### src/rtl/multicycle_control.sv
// Multicycle RISC-V style control unit: sequences fetch/decode/execute/memory
// steps, decodes the ALU operation, resolves branches from ALU flags and
// guards memory waits with a timeout that parks the FSM in ERROR.
module multicycle_control #(
  parameter int ALU_CTRL_W = 4,
  parameter int TIMEOUT    = 16
) (
  input  logic                  clk,
  input  logic                  reset,
  input  logic [6:0]            opcode,
  input  logic [2:0]            funct3,
  input  logic                  funct7b5,
  input  logic [3:0]            alu_flags,
  input  logic                  mem_ready,
  output logic                  PCWrite,
  output logic                  AdrSrc,
  output logic                  IRWrite,
  output logic                  MemReq,
  output logic                  MemWrite,
  output logic                  RegWrite,
  output logic [1:0]            ResultSrc,
  output logic [1:0]            ALUSrcA,
  output logic [1:0]            ALUSrcB,
  output logic [2:0]            ImmSrc,
  output logic [ALU_CTRL_W-1:0] ALU_Control,
  output logic [3:0]            state,
  output logic                  illegal_instr,
  output logic                  bus_error
);

  typedef enum logic [3:0] {
    S_FETCH  = 4'd0,  S_DECODE = 4'd1,  S_MEMADR = 4'd2,  S_MEMRD = 4'd3,
    S_MEMWB  = 4'd4,  S_MEMWR  = 4'd5,  S_EXEC_R = 4'd6,  S_EXEC_I = 4'd7,
    S_ALUWB  = 4'd8,  S_BRANCH = 4'd9,  S_JAL    = 4'd10, S_TRAP   = 4'd14,
    S_ERROR  = 4'd15
  } state_t;

  localparam logic [6:0] OP_LOAD  = 7'b0000011;
  localparam logic [6:0] OP_STORE = 7'b0100011;
  localparam logic [6:0] OP_R     = 7'b0110011;
  localparam logic [6:0] OP_I     = 7'b0010011;
  localparam logic [6:0] OP_BR    = 7'b1100011;
  localparam logic [6:0] OP_JAL   = 7'b1101111;

  localparam logic [3:0] A_ADD = 4'd0, A_SUB = 4'd1, A_AND = 4'd2, A_OR  = 4'd3,
                         A_XOR = 4'd4, A_SLT = 4'd5, A_SLTU = 4'd6, A_SLL = 4'd7,
                         A_SRL = 4'd8, A_SRA = 4'd9;

  // Counter is wide enough to hold TIMEOUT; at least one bit when disabled.
  localparam int CW = $clog2(TIMEOUT + 2);

  state_t          cur, nxt;
  logic [CW-1:0]   wait_cnt;
  logic            wait_st, timed_out, taken;
  logic            pc_w, ir_w, mreq, mw, rw;
  logic [3:0]      alu;

  // Flag layout is {V,C,N,Z}; C=1 means no borrow, so ~C is unsigned less-than.
  function automatic logic br_taken(input logic [2:0] f3, input logic [3:0] fl);
    logic v, c, n, z;
    {v, c, n, z} = fl;
    case (f3)
      3'b000:  br_taken = z;
      3'b001:  br_taken = ~z;
      3'b100:  br_taken = n ^ v;
      3'b101:  br_taken = ~(n ^ v);
      3'b110:  br_taken = ~c;
      3'b111:  br_taken = c;
      default: br_taken = 1'b0;
    endcase
  endfunction

  // SUB exists only for register-register ops; shifts pick SRA in both forms.
  function automatic logic [3:0] alu_dec(input logic [2:0] f3, input logic f7, input logic is_r);
    case (f3)
      3'b000:  alu_dec = (is_r && f7) ? A_SUB : A_ADD;
      3'b001:  alu_dec = A_SLL;
      3'b010:  alu_dec = A_SLT;
      3'b011:  alu_dec = A_SLTU;
      3'b100:  alu_dec = A_XOR;
      3'b101:  alu_dec = f7 ? A_SRA : A_SRL;
      3'b110:  alu_dec = A_OR;
      default: alu_dec = A_AND;
    endcase
  endfunction

  assign state   = cur;
  assign wait_st = (cur == S_FETCH) || (cur == S_MEMRD) || (cur == S_MEMWR);
  // Fires on the cycle the counter would reach TIMEOUT; mem_ready that cycle wins.
  assign timed_out = (TIMEOUT != 0) && wait_st && !mem_ready &&
                     (wait_cnt == CW'(TIMEOUT - 1));
  assign taken = br_taken(funct3, alu_flags);

  // State register, wait counter and sticky error flags.
  always_ff @(posedge clk or posedge reset) begin
    if (reset) begin
      cur           <= S_FETCH;
      wait_cnt      <= '0;
      illegal_instr <= 1'b0;
      bus_error     <= 1'b0;
    end else begin
      cur <= nxt;
      if (nxt != cur)                 wait_cnt <= '0;
      else if (wait_st && !mem_ready) wait_cnt <= wait_cnt + 1'b1;
      if (nxt == S_TRAP)  illegal_instr <= 1'b1;
      if (nxt == S_ERROR) bus_error     <= 1'b1;
    end
  end

  // Next-state and control decode.
  always_comb begin
    nxt       = cur;
    pc_w      = 1'b0;
    ir_w      = 1'b0;
    mreq      = 1'b0;
    mw        = 1'b0;
    rw        = 1'b0;
    AdrSrc    = 1'b0;
    ResultSrc = 2'b00;
    ALUSrcA   = 2'b00;
    ALUSrcB   = 2'b00;
    ImmSrc    = 3'b000;
    alu       = A_ADD;
    case (cur)
      S_FETCH: begin
        mreq      = 1'b1;
        ALUSrcB   = 2'b10;
        ResultSrc = 2'b10;
        if (mem_ready) begin
          ir_w = 1'b1;
          pc_w = 1'b1;
          nxt  = S_DECODE;
        end else if (timed_out) begin
          nxt = S_ERROR;
        end
      end
      S_DECODE: begin
        ALUSrcA = 2'b01;
        ALUSrcB = 2'b01;
        ImmSrc  = (opcode == OP_JAL) ? 3'b011 : 3'b010;
        case (opcode)
          OP_LOAD, OP_STORE: nxt = S_MEMADR;
          OP_R:              nxt = S_EXEC_R;
          OP_I:              nxt = S_EXEC_I;
          OP_BR:             nxt = S_BRANCH;
          OP_JAL:            nxt = S_JAL;
          default:           nxt = S_TRAP;
        endcase
      end
      S_MEMADR: begin
        ALUSrcA = 2'b10;
        ALUSrcB = 2'b01;
        ImmSrc  = (opcode == OP_STORE) ? 3'b001 : 3'b000;
        nxt     = (opcode == OP_STORE) ? S_MEMWR : S_MEMRD;
      end
      S_MEMRD: begin
        mreq   = 1'b1;
        AdrSrc = 1'b1;
        if (mem_ready)      nxt = S_MEMWB;
        else if (timed_out) nxt = S_ERROR;
      end
      S_MEMWB: begin
        ResultSrc = 2'b01;
        rw        = 1'b1;
        nxt       = S_FETCH;
      end
      S_MEMWR: begin
        mreq   = 1'b1;
        mw     = 1'b1;
        AdrSrc = 1'b1;
        if (mem_ready)      nxt = S_FETCH;
        else if (timed_out) nxt = S_ERROR;
      end
      S_EXEC_R: begin
        ALUSrcA = 2'b10;
        alu     = alu_dec(funct3, funct7b5, 1'b1);
        nxt     = S_ALUWB;
      end
      S_EXEC_I: begin
        ALUSrcA = 2'b10;
        ALUSrcB = 2'b01;
        alu     = alu_dec(funct3, funct7b5, 1'b0);
        nxt     = S_ALUWB;
      end
      S_ALUWB: begin
        rw  = 1'b1;
        nxt = S_FETCH;
      end
      S_BRANCH: begin
        ALUSrcA = 2'b10;
        alu     = A_SUB;
        pc_w    = taken;
        nxt     = S_FETCH;
      end
      S_JAL: begin
        ALUSrcA = 2'b01;
        ALUSrcB = 2'b10;
        pc_w    = 1'b1;
        nxt     = S_ALUWB;
      end
      default: nxt = cur; // TRAP and ERROR are terminal until reset
    endcase
  end

  // Reset abandons any access: no strobes escape while it is held.
  assign PCWrite     = pc_w & ~reset;
  assign IRWrite     = ir_w & ~reset;
  assign MemReq      = mreq & ~reset;
  assign MemWrite    = mw   & ~reset;
  assign RegWrite    = rw   & ~reset;
  assign ALU_Control = ALU_CTRL_W'(alu);

endmodule

### config.mk
export PLATFORM = sky130hd
export DESIGN_NAME = multicycle_control
export DESIGN_NICKNAME = d
export VERILOG_FILES = /design/src/rtl/multicycle_control.sv
export SDC_FILE = /design/constraint.sdc
export NUM_CORES = 1
export LEC_CHECK = 0
export CELL_PAD_IN_SITES_DETAIL_PLACEMENT = 1
export CELL_PAD_IN_SITES_GLOBAL_PLACEMENT = 1
export CORE_MARGIN = 1
export CORE_UTILIZATION = 34
export DETAILED_ROUTE_END_ITERATION = 12
export HOLD_SLACK_MARGIN = 0.08
export PLACE_DENSITY_LB_ADDON = 0.25
export SYNTH_ARGS = -nofsm -noshare
export SYNTH_HDL_FRONTEND = slang
export SYNTH_SLANG_ARGS = --single-unit
### constraint.sdc
create_clock -name clk -period 2.9 [get_ports clk]
set_input_delay 0.29 -clock clk [delete_from_list [all_inputs] [get_ports clk]]
set_output_delay 0.29 -clock clk [all_outputs]
set_load 0.02 [all_outputs]
Word level (Yosys, flattened, before mapping):

Cells that the tools add are included.

* output and inout port bits: 25
* logic and storage cells: 88
* register bits after elaboration: 11
* bits of input ports: 18

* equal/unequal tests: 27
* bitwise gates (word level): 10
* multiplexer cells: 28
* reductions and logical operators: 18
* $add $sub $neg: 1

Operator list (count)
* $pmux 4 s7: 3
* $eq 4x4->1 const B: 5
* $pmux 4 s5: 1
* $eq 4x3->1 const B: 4
* $mux 4: 4
* $pmux 2 s2: 4
* $eq 7x6->1 const B: 2
* $eq 7x7->1 const B: 2
* $eq 3x3->1 const B: 4
* $pmux 4 s3: 1
* $reduce_or 3->1: 4
* $mux 1: 10
* $mux 5: 2
* $reduce_or 2->1: 5
* $eq 4x2->1 const B: 2
* $eq 7x2->1 const B: 1
* $eq 7x5->1 const B: 1
* $eq 3x2->1 const B: 2
* $pmux 1 s6: 1
* $add 5x1->5 const B: 1
* $and 1x1->1: 5
* $eq 5x4->1 const B: 1
* $eq 4x1->1 const B: 1
* $logic_not 4->1: 1
* other kinds (12): 17

Depth between registers and ports, before layout:

Gate-level depths: netlist of run 1.

* depth in word-level cells: 10
* gate-level depth with buffers: 9
* mapped depth without buffers: 9

Least setup slack after synthesis of run 1:

OpenSTA, ideal clock, no wires.

* path type: reg-to-reg
* from: register wait_cnt[0]
* to: register wait_cnt[0]
* stages on the path, launching flop included: 9
* data arrival time: 2.179 ns
* clock period less this slack: 2.280 ns
* setup slack: 0.620 ns
* path buffers: 0
* path through: dfrtp_1 ha_1 and3_1 ha_1 nor2b_1 a311oi_2 nand3_2 o31a_1 nor4_1

* word-level cells in the longest chain between the ends: 7
* elaborated cells between the ends (all ways): 12

RTL lines
* start, declared: line 53 `logic [CW-1:0] wait_cnt;`
* start signal, assigned: line 104 `else if (wait_st && !mem_ready) wait_cnt <= wait_cnt + 1'b1;`
* $eq 5x4->1: line 91 `(wait_cnt == CW'(TIMEOUT - 1));`
* $logic_and 1x1->1: line 90 `assign timed_out = (TIMEOUT != 0) && wait_st && !mem_ready &&`
* $mux 4: line 133, 160, 172
* $mux 4, on equally long branches: line 171, 129, 159
* $pmux 4 s7: line 124 `case (cur)`
* $ne 4x4->1: line 103 `if (nxt != cur) wait_cnt <= '0;`
* $mux 5 / $reduce_bool 2->1 (equally long branches)

Parallel ways exist; a longest one is shown, timed or not. The select of a mux whose other input is x is not followed.
A chain may end at the register's enable or synchronous reset.

Worst setup path in the final report of run 1:

* from: input port funct3[1]
* to: output port PCWrite

* word-level cells in the longest chain between the ends: 4
* elaborated cells between the ends (all ways): 9

RTL lines
* start, declared: line 11 `input logic [2:0] funct3,`
* $eq 3x3->1 (tied with other cells): line 62 `case (f3)`
* $pmux 1 s6 (*): line 62
* $pmux 1 s3 (*): line 124
* $and 1x1->1 (*): line 206 `assign PCWrite = pc_w & ~reset;`
* end, declared: line 15 `output logic PCWrite,`

Every way passes the cells marked *; elsewhere a longest branch is shown, timed or not.

==> metrics.yaml, run 1 <==
p_clk_frac: 0.099
dr.pass1.iters: 4
dr_total_vias: 1520
crit_slowest_cell: "clkdlybuf4s50_1"
finalWirelength_um: 4620
start_util: 0.353
syn_area_per_cell_sq_um: 7.81
rsz0062_at_grt: "no"
yosys.area.top_type: "dfrtp_1"
area_delta_synth_final_pct: 34.9
cts-resized-gates: 0
setup_tns_ns: 0
die_x_um: 66.5
viasPerCell: 5.59
numCtsBuffers: 3
synth_cells: 181
async_flop_share: 1.00
antenna_found_initial: 0
report.final.slew_viol_count: 0
maxCapViolCount: 0
grt_pass1_vias: 1594
place.gp.congestion: 0.859
switching_share: 0.513
stdcell_count: 272
coreArea_sq_um: 4000
fp.dieH_um: 66.5
dieArea_sq_um: 4420
cp.required_ns: 2.61
p_switching_mw: 0.792
r2r_cells: 8
synth_nets: 201
maxSlewHeadroom: 0.605
layout_setup_ws_ns: 0.135
cts_tree: "built"
grt_max_degree: 19
io_pins: 43
cp-start-kind: "primary input"
ys_warn_count: 0
htreeDepth: 1
synth_area_leaders: "dfrtp_1 19%, nor2_1 5.3%, nor4_1 4.4%"
grtUsageTotal: 0.219
worst_hold_slack_ns: 0.468
hp-class: "register to register"
cp_max_fo: 9
peakVddDrop_v: 0.000435
grt_pass1_wl_um: 7540
drc: 0
synth_seq_cells: 11
portBuffers: 41
tightest_slew_ns: 0.592
power_density_nw_per_um2: 810
worstPathCellList: "clkdlybuf4s50_1 > inv_1 > a211o_1 > a21boi_0 > o21bai_1 > a211oi_1 > clkdlybuf4s50_1"
cts_buffer_depth: 2
fin_nets: 243
layout-drive-gt1-share: 0.131
hold_viol: 0
finalSetupViolCount: 0
grt_overflow_total: 0
synth_seq_area_share: 0.195
power_frac_seq: 0.176
numClockSinks: 11
placementRows: 23
crit_arrival_ns: 2.47
cts_root_buffer: "clkbuf_8"
critical-path-max-stage-delay_ns: 0.65
holdBufCountCts: 0
synth-edff-count: 0
dpl_worst_slack_ns: 0.127
antenna_left: 0
path_common_cell: "clkdlybuf4s50_1"
dp_hpwl_um: 3730
synth_top_area_frac: 0.195
fin_crit_sh: 0.953
final_cell_mix: "41 x clkdlybuf4s50_1, 20 x nor2_1, 14 x nand2_1"
num_antenna_cells: 0
yosysUniqueCellTypes: 56
share_comb_of_total_power: 0.725
skew_ns: 0.00245
synthFlopType: "dfrtp_1"
post-cts-setup-buffers: 0
cts.clk_slew.worst_paths_ns: 0.05
syn_area_sq_um: 1410
run_status: "finished, final reports clean"
worstSetupPathType: "primary input to primary output"
wire_per_inst_um: 17.0
layout_commonest_cell: "clkdlybuf4s50_1"
hold_path_depth: 2
p_int_mw: 0.752
power.leakage_nw: 0.768
dp.cells: 268
period_needed_ns: 2.76
drtIter0Drc: 53
max_freq_mhz: 362
end_kind: "primary output"
worstSkewPairLatency_ns: 0.24
cell type report:
cell class / count / area, sq um
inverter: 13 / 48.8
clock buffer: 4 / 45.0
fill: 483 / 2090
sequential: 11 / 275
tap: 50 / 62.6
multi-input combinational: 141 / 975
timing repair buffer: 53 / 500
registers in the layout, indices dropped and copies added, names as in the netlist:
signal         flops
bus_error          1
state              4
illegal_instr      1
wait_cnt           5
metal layers:
layer | global-route usage | wire length [um] | vias to the layer above
met2 | 0.397 | 2430 | 22
met3 | 0.0154 | 88 | 2
met4 | 0.0532 | 14 | 0
li1 | - | - | 742
met1 | 0.278 | 2080 | 754
met5 | 0 | 0 | -
synthesized netlist by cell type, types with 3 or more instances:
master,instances
nand2b_1,4
inv_1,12
o22ai_1,4
a21oi_1,12
clkbuf_1,4
mux2i_1,3
nor3_1,7
xnor2_1,6
o21ai_0,5
dfrtp_1,11
and3_1,4
nor2_1,20
nor4_1,10
buf_6,5
and2b_2,3
nand2_1,14
kinds of logic (layout without fill, tap and decap cells):
family | after synthesis | after routing | synth area share
AND/OR/NAND/NOR | 84 | 84 | 0.353
AO/OA/AOI/OAI | 43 | 43 | 0.245
buffers and inverters | 29 | 70 | 0.116
flip-flops | 11 | 11 | 0.195
XOR/XNOR | 8 | 8 | 0.0496
multiplexers | 3 | 3 | 0.0212
adder cells (fa/ha/maj) | 2 | 2 | 0.0177
other | 1 | 1 | 0.00265
through the flow:
step                instance area (sq um)  power [mW]   util
detailed placement                   1860        1.39  0.465
global placement                     1860        1.36  0.465
finish                               1910        1.54  0.477
CTS                                  1910        1.55  0.477
global route                         1910        1.66  0.477
floorplan                            1410       0.970      -
worst max-delay path: cells and delay by family:
family | cells | cell delay, ns
AO/OA/AOI/OAI | 4 | 0.77
buffers and inverters | 3 | 1.42
path summary, 6_finish.rpt:
check / slack (ns) / from / to
max in group asynchronous: 2.19 / reset / wait_cnt[0]
min reg2reg: 0.47 / bus_error / bus_error
min in group asynchronous: 0.56 / reset / bus_error
max: 0.14 / funct3[1] / PCWrite
max reg2reg: 0.28 / wait_cnt[0] / wait_cnt[2]
min: 0.47 / bus_error / bus_error
power by group through the flow:
stage	Clock, mW	Sequential (mW)	Combinational (mW)
5_1_grt	0.164	0.279	1.21
4_1_cts	0.160	0.274	1.12
6_report	0.153	0.272	1.12
3_3_place_gp	0	0.272	1.08
2_1_floorplan	0	0.240	0.730
3_5_place_dp	0	0.277	1.11
Note: power is estimated with default switching activity, not from simulation.
==> run 2, diff against run 1 <==
==> constraint.sdc (replaced) <==
create_clock -name clk -period 2.9 [get_ports clk]
set_input_delay 0.29 -clock clk [delete_from_list [all_inputs] [get_ports clk]]
set_output_delay 0.29 -clock clk [all_outputs]
set_load 0.005 [all_outputs]
==> run 2 against run 1 <==
Compared with the run above:
- clock skew is 0.00079 ns higher
- sequential power is 12% higher
- via count is 0.20% lower
- routed wire length is 5.3% lower
==> metrics.yaml, run 2 (synthesis results as in run 1) <==
finalWirelength_um: 4370
coreArea_sq_um: 4000
setup.worst_path.start: "state[1]"
p_clk_frac: 0.109
share_comb_of_total_power: 0.671
fin_crit_sh: 0.948
power_frac_seq: 0.220
hold_start: "illegal_instr"
worstSetupPathType: "register to primary output"
peakVddDrop_v: 0.000478
drc: 0
grt_pass1_wl_um: 7130
dr.pass1.iters: 4
viasPerCell: 5.66
hold_path_depth: 2
p_switching_mw: 0.665
antenna_left: 0
cp-start-kind: "register"
finalSetupViolCount: 0
p_int_mw: 0.722
dr_total_vias: 1517
cts_buffer_depth: 2
placementRows: 23
numCtsBuffers: 3
max_freq_mhz: 364
grt_overflow_total: 0
cts_root_buffer: "clkbuf_8"
maxCapViolCount: 0
rsz0062_at_grt: "no"
dieArea_sq_um: 4420
r2r_cells: 8
drtIter0Drc: 111
grt_max_degree: 22
r2r-end: "wait_cnt[2]"
report.final.slew_viol_count: 0
end_kind: "primary output"
final_area_sq_um: 1880
place_area_sq_um: 1830
switching_share: 0.479
power.leakage_nw: 0.746
portBuffers: 41
grtUsageTotal: 0.208
fill_cells: 495
dp_hpwl_um: 3400
numClockSinks: 11
hp-class: "register to register"
reg2reg_slack_ns: 0.24
hold_viol: 0
maxSlewHeadroom: 0.498
reg2reg_from: "wait_cnt[0]"
holdPathEnd: "illegal_instr"
skew_ns: 0.00324
num_antenna_cells: 0
post-cts-setup-buffers: 0
run_status: "finished, final reports clean"
cts_tree: "built"
largest_register: "wait_cnt"
cts.clk_slew.worst_paths_ns: 0.05
fp.dieH_um: 66.5
tightest_slew_ns: 0.752
power_density_nw_per_um2: 737
layout-drive-gt1-share: 0.119
place.gp.congestion: 0.830
antenna_found_initial: 0
start_util: 0.353
largest_reg_flops: 5
cts-resized-gates: 0
die_x_um: 66.5
cp_max_fo: 21
wire_per_inst_um: 16.3
grt_pass1_vias: 1444
area_delta_synth_final_pct: 33.0
io_pins: 43
final_cell_mix: "41 x clkdlybuf4s50_1, 20 x nor2_1, 14 x nand2_1, 12 x a21oi_1, 12 x inv_1"
htreeDepth: 1
crit_arrival_ns: 2.46
cp.required_ns: 2.61
holdBufCountCts: 0
worstSkewPairLatency_ns: 0.24
setup_tns_ns: 0
fin_nets: 239
period_needed_ns: 2.75
layout_commonest_cell: "clkdlybuf4s50_1"
[run 2: cell count changes in the layout (fill, tap and decap cells not counted)]
cell / before / now
clkinv_1: 1 / 0
clkinvlp_4: 0 / 1
buf_4: 12 / 8
[run 2: worst max path at each step]
stage / slack [ns] / end / cells past startpoint
2_1_floorplan: 0.62 / wait_cnt[0] / 8
3_3_place_gp: 0.36 / PCWrite / 7
3_5_place_dp: 0.27 / wait_cnt[2] / 8
4_1_cts: 0.14 / IRWrite / 4
5_1_grt: 0.05 / ALUSrcB[0] / 5
6_report: 0.15 / IRWrite / 4
[run 2: critical path, stage by stage, from the launching register on]
cell	delay (ns)
dfrtp_1	0.62
buf_4	0.28
nor4_2	0.56
and3_1	0.26
clkdlybuf4s50_1	0.50
[run 2: cell type report]
class | instances | area (sq um) | area share
Clock buffer | 4 | 45.0 | 0.0240
Tap cell | 50 | 62.6 | 0.0333
Timing Repair Buffer | 49 | 470 | 0.250
Inverter | 13 | 52.6 | 0.0279
Sequential cell | 11 | 275 | 0.146
Multi-Input combinational cell | 141 | 975 | 0.518
[run 2: metal layers]
metal / track usage / wire length [um] / part of all wire / vias to the layer above
li1: - / - / - / 738
met1: 0.292 / 2070 / 0.47 / 745
met2: 0.352 / 2180 / 0.50 / 32
met3: 0.0103 / 113 / 0.026 / 2
met4: 0.0399 / 15 / 0.0034 / 0
met5: 0 / 0 / 0 / -
[run 2: through the flow]
| stage | total power [mW] | setup WS [ns] | util | hold WS (ns) | std cells |
|---|---|---|---|---|---|
| 6_report | 1.39 | 0.151 | 0.470 | 0.471 | 268 |
| 5_1_grt | 1.51 | 0.0505 | 0.470 | 0.493 | 268 |
| 4_1_cts | 1.39 | 0.143 | 0.469 | 0.479 | 268 |
| 3_5_place_dp | 1.23 | 0.273 | 0.458 | 0.464 | 264 |
| 3_3_place_gp | 1.20 | 0.357 | 0.458 | 0.453 | 264 |
| 2_1_floorplan | 0.856 | 0.620 | - | 0.148 | 181 |
[run 2: power by group through the flow]
stage | Clock [mW] | Combinational, mW | Sequential [mW]
floorplan | 0 | 0.639 | 0.216
global placement | 0 | 0.900 | 0.299
detailed placement | 0 | 0.928 | 0.303
CTS | 0.159 | 0.934 | 0.301
global route | 0.165 | 1.03 | 0.316
finish | 0.152 | 0.930 | 0.305
==> run 3, diff against run 2 <==
--- a/config.mk
+++ b/config.mk
@@ -10,6 +10,7 @@
 export CORE_MARGIN = 1
 export CORE_UTILIZATION = 34
 export DETAILED_ROUTE_END_ITERATION = 12
+export GPL_TIMING_DRIVEN = 0
 export HOLD_SLACK_MARGIN = 0.08
 export PLACE_DENSITY_LB_ADDON = 0.25
 export SYNTH_ARGS = -nofsm -noshare
==> run 3 against run 2 <==
Compared with the run above:
- first-iteration DRC count shrank 36%
- largest cell class unchanged
- flip-flop and latch count is the same
- highest routed layer unchanged
- maximum frequency grew 0.85%
- critical path type unchanged
- total power grew 1.5%
==> metrics.yaml, run 3 (synthesis results as in run 1) <==
run_status: "finished, final reports clean"
cp.required_ns: 2.61
maxCapViolCount: 0
reg2reg_from: "wait_cnt[0]"
place.gp.congestion: 0.862
coreArea_sq_um: 4000
report.final.slew_viol_count: 0
finalWirelength_um: 4560
cts_tree: "built"
setup_tns_ns: 0
fin_nets: 244
dp_hpwl_um: 3700
drc: 0
final_cell_mix: "38 x clkdlybuf4s50_1, 20 x nor2_1, 14 x nand2_1, 12 x a21oi_1, 12 x inv_1"
cp_max_fo: 10
viasPerCell: 5.79
cts_root_buffer: "clkbuf_8"
switching_share: 0.478
rsz0062_at_grt: "no"
crit_arrival_ns: 2.44
maxSlewHeadroom: 0.528
hp-class: "register to register"
path_common_cell: "nand2_1"
worstSetupPathType: "register to primary output"
cts-resized-gates: 0
dieArea_sq_um: 4420
hold_viol: 0
peakVddDrop_v: 0.000363
grt_pass1_vias: 1639
fp.dieH_um: 66.5
reg2reg_slack_ns: 0.26
numClockSinks: 11
grt_pass1_wl_um: 7600
grt_overflow_total: 0
power.leakage_nw: 0.763
cts.clk_slew.worst_paths_ns: 0.05
period_needed_ns: 2.73
layout_commonest_cell: "clkdlybuf4s50_1"
worstSkewPairLatency_ns: 0.24
finalSetupViolCount: 0
area_delta_synth_final_pct: 34.6
setup.worst_path.start: "state[1]"
ff_latch_area_sq_um: 275
tightest_slew_ns: 0.699
max_freq_mhz: 367
cp-start-kind: "register"
power_frac_seq: 0.155
grt_max_degree: 13
portBuffers: 38
io_pins: 43
largest_register: "wait_cnt"
dr_total_vias: 1582
skew_ns: 0.00295
start_util: 0.353
wire_per_inst_um: 16.7
p_clk_frac: 0.107
post-cts-setup-buffers: 0
numCtsBuffers: 3
hold_start: "bus_error"
end_kind: "primary output"
drtIter0Drc: 71
grtUsageTotal: 0.224
cts_buffer_depth: 2
fin_crit_sh: 0.940
placementRows: 23
num_antenna_cells: 0
p_int_mw: 0.735
die_x_um: 66.5
antenna_left: 0
worstPathCellList: "buf_2 > buf_1 > nand2_1 > nand2_1 > nand2_1 > a211oi_1 > clkdlybuf4s50_1"
power_density_nw_per_um2: 740
multi_input_area_sq_um: 975
htreeDepth: 1
dp.cells: 269
antenna_found_initial: 0
share_comb_of_total_power: 0.738
holdBufCountCts: 0
fill_cells: 488
crit_slowest_cell: "clkdlybuf4s50_1"
stdcell_count: 273
critical-path-max-stage-delay_ns: 0.53
layout-drive-gt1-share: 0.126
largest_reg_flops: 5
p_switching_mw: 0.673
dr.pass1.iters: 4
==> run 3: final cells by class <==
type / instances / share of cell area
Buffer: 16 / 0.0611
Tap cell: 50 / 0.0329
Inverter: 13 / 0.0256
Timing Repair Buffer: 38 / 0.200
Clock buffer: 4 / 0.0237
Sequential cell: 11 / 0.145
Multi-Input combinational cell: 141 / 0.512
==> run 3: metal layers <==
metal | vias to the layer above | wire length [um] | track usage
met3 | 13 | 142 | 0.0274
met4 | 0 | 100 | 0.0957
met2 | 39 | 2260 | 0.381
met5 | - | 0 | 0
li1 | 748 | - | -
met1 | 782 | 2060 | 0.282
==> run 3: critical path, delay by kind of cell, from the launching register on <==
family,cells,cell delay (ns)
and+or+nand+nor,3,0.36
AOI/OAI and AO/OA,1,0.23
buffers and inverters,3,1.18
DFF,1,0.43
==> run 3: path summary, 6_finish.rpt <==
kind	end	depth (start not counted)
min in group asynchronous	bus_error	2
worst max register to register	illegal_instr	8
max in group asynchronous	wait_cnt[4]	2
worst min-delay path	bus_error	2
worst min register to register	bus_error	2
worst max-delay path	PCWrite	7
==> run 3: stage by stage <==
stage / hold WS [ns] / cell area [sq um] / worst slack [ns] / power (mW) / util
global route: 0.502 / 1900 / 0.0124 / 1.53 / 0.476
detailed placement: 0.455 / 1860 / 0.278 / 1.25 / 0.464
finish: 0.471 / 1900 / 0.174 / 1.41 / 0.476
floorplan: 0.148 / 1410 / 0.620 / 0.856 / -
global placement: 0.447 / 1860 / 0.321 / 1.22 / 0.464
CTS: 0.474 / 1900 / 0.178 / 1.41 / 0.475
==> run 3: power groups by stage <==
stage | Sequential, mW | Combinational [mW] | Clock (mW)
2_1_floorplan | 0.216 | 0.639 | 0
3_3_place_gp | 0.218 | 0.998 | 0
3_5_place_dp | 0.221 | 1.03 | 0
4_1_cts | 0.218 | 1.04 | 0.158
5_1_grt | 0.223 | 1.14 | 0.162
6_report | 0.218 | 1.04 | 0.151
==> variant, RTL diff (config.mk and constraints of run 3) <==
Change the parameter `ALU_CTRL_W` from 4 to 3.
--- a/src/rtl/multicycle_control.sv
+++ b/src/rtl/multicycle_control.sv
@@ -2,7 +2,7 @@
 // steps, decodes the ALU operation, resolves branches from ALU flags and
 // guards memory waits with a timeout that parks the FSM in ERROR.
 module multicycle_control #(
-  parameter int ALU_CTRL_W = 4,
+  parameter int ALU_CTRL_W = 3,
   parameter int TIMEOUT    = 16
 ) (
   input  logic                  clk,
Ports: changed (resized ALU_Control); port bits go from 43 to 42. No check against the original RTL was run, so the function may have changed too.
==> variant against run 3 <==
Routed wire length down 5.9%. Sequential power up 6%. Clock skew down 1.0 ps. Critical path depth unchanged. Cell area down 1.4%. Power up 15%. Worst setup slack better by 180 ps. Sequential cell count unchanged. Combinational power up 19%. Area after synthesis down 1.7%. Fmax up 7.0%. Critical path type unchanged. Largest cell class unchanged.
==> variant: results <==
{
  "synth_seq_cells": 11,
  "inverters": 15,
  "finalWeightedCongestion": 0.817,
  "clock_insertion_delay_worst_skew_ps": 240,
  "syn-num-nets": 209,
  "first_iter_violations": 49,
  "sequential_element_share_of_the_synthesized_area_pct": 19.8,
  "multi_input_gate_share_of_the_layout_cell_area_pct": 51.7,
  "net_total_in_the_final_layout": 252,
  "grt_start_max_net_pins": 14,
  "internal_power_uw": 823,
  "status": "complete, no violations",
  "postSynthAreaPerCell_um2": 7.35,
  "synth_mux_area_share_pct": 1.44,
  "reg2reg_slack_ps": 720,
  "reg2regPathDepth": 7,
  "synth_enable_flop_cells": 0,
  "synth_compound_gate_area_share_pct": 27.0,
  "fin_worst_hold_slack_ps": 463,
  "layout.nonclk_buf_share_pct": 25.0,
  "dr_total_vias": 1532,
  "taps_inserted": 48,
  "route.final.wire_length_mm": 4.29,
  "worst_ir_drop_vdd_v": 0.000326,
  "grt_pass1_wl_mm": 7.27,
  "post_synth_fa_ha_maj_area_fraction_pct": 1.80,
  "gr-usage-all-layers_pct": 21.5,
  "synth_commonest_cells": "sky130_fd_sc_hd__nor2_1, sky130_fd_sc_hd__inv_1, sky130_fd_sc_hd__a21oi_1, sky130_fd_sc_hd__nor3_1, sky130_fd_sc_hd__dfrtp_1",
  "cts_repair_resize_count": 0,
  "final.signal_buffer_count": 51,
  "synth_area_leaders": "sky130_fd_sc_hd__dfrtp_1, sky130_fd_sc_hd__nor2_1, sky130_fd_sc_hd__a21oi_1, sky130_fd_sc_hd__nor3_1, sky130_fd_sc_hd__inv_1",
  "dp.final_hpwl_mm": 3.36,
  "timing.clock.skew_ps": 1.91,
  "synthXorXnorAreaFrac_pct": 5.67,
  "p_leak_uw": 0.000790,
  "path_clk_slew_ps": 50,
  "post_route_cells_drive_above_1_share_pct": 13.9,
  "largest_register_ff_count": 5,
  "clk_share_pct": 2.40,
  "final_cell_count_no_fill": 279,
  "placed_cells": 275,
  "slew-limit-headroom_pct": 60.9,
  "layout-area-overhead-vs-synth_pct": 34.9,
  "fillCellCount": 485,
  "cts.repair_timing.setup_buffer_count": 0,
  "dpl_cell_area_um2": 1830,
  "cts_inserted_buffers": 3,
  "multi_input_gates": 150,
  "synthDistinctLibCells": 56
}
variant: cell count changes in the layout (fill, tap and decap cells not counted), sizes merged, moves of 4 or more:
cell	change
nor4b	-5
nor2	+5
nor4	-11
nor3	+8
clkbuf	-6
xor2	+4
variant: power by group through the flow:
| stage | combinational (µW) | clock [µW] | sequential (µW) |
|---|---|---|---|
| after floorplan | 784 | 0 | 224 |
| after global placement | 1220 | 0 | 233 |
| after detailed placement | 1230 | 0 | 233 |
| after CTS | 1240 | 161 | 231 |
| after global routing | 1350 | 168 | 238 |
| final | 1240 | 157 | 230 |
variant: path summary, 6_finish.rpt:
check,end,from
max,PCWrite,state[3]
min,illegal_instr,illegal_instr
max reg2reg,illegal_instr,wait_cnt[0]
min reg2reg,illegal_instr,illegal_instr
max in group asynchronous,illegal_instr,reset
min in group asynchronous,wait_cnt[0],reset
variant: critical path, delay by kind of cell, from the launching register on:
kind	cells	cell delay, ps
flip-flops	1	440
buffers and inverters	3	1050
AND/OR/NAND/NOR	3	350
AO/OA/AOI/OAI	1	180
variant: cell families (layout without fill, tap and decap cells):
kind of cell | Yosys count | in the layout
buffers and inverters | 28 | 70
AO/OA/AOI/OAI | 50 | 50
other | 1 | 1
XOR/XNOR | 9 | 9
flip-flops | 11 | 11
AND/OR/NAND/NOR | 86 | 86
adder cells (fa/ha/maj) | 2 | 2
multiplexers | 2 | 2
variant: stage by stage:
step | setup WS, ps | utilization (%)
global placement | 421 | 48.2
CTS | 324 | 49.4
global route | 246 | 49.4
detailed placement | 433 | 48.2
finish | 352 | 49.4
floorplan | 888 | -
variant: metal layers:
metal	vias up	global-route usage (%)	wire, µm
met5	-	0	0
met4	0	5.05	91
met3	9	3.97	190
met2	43	37.4	2040
met1	726	27.3	1960
li1	754	-	-
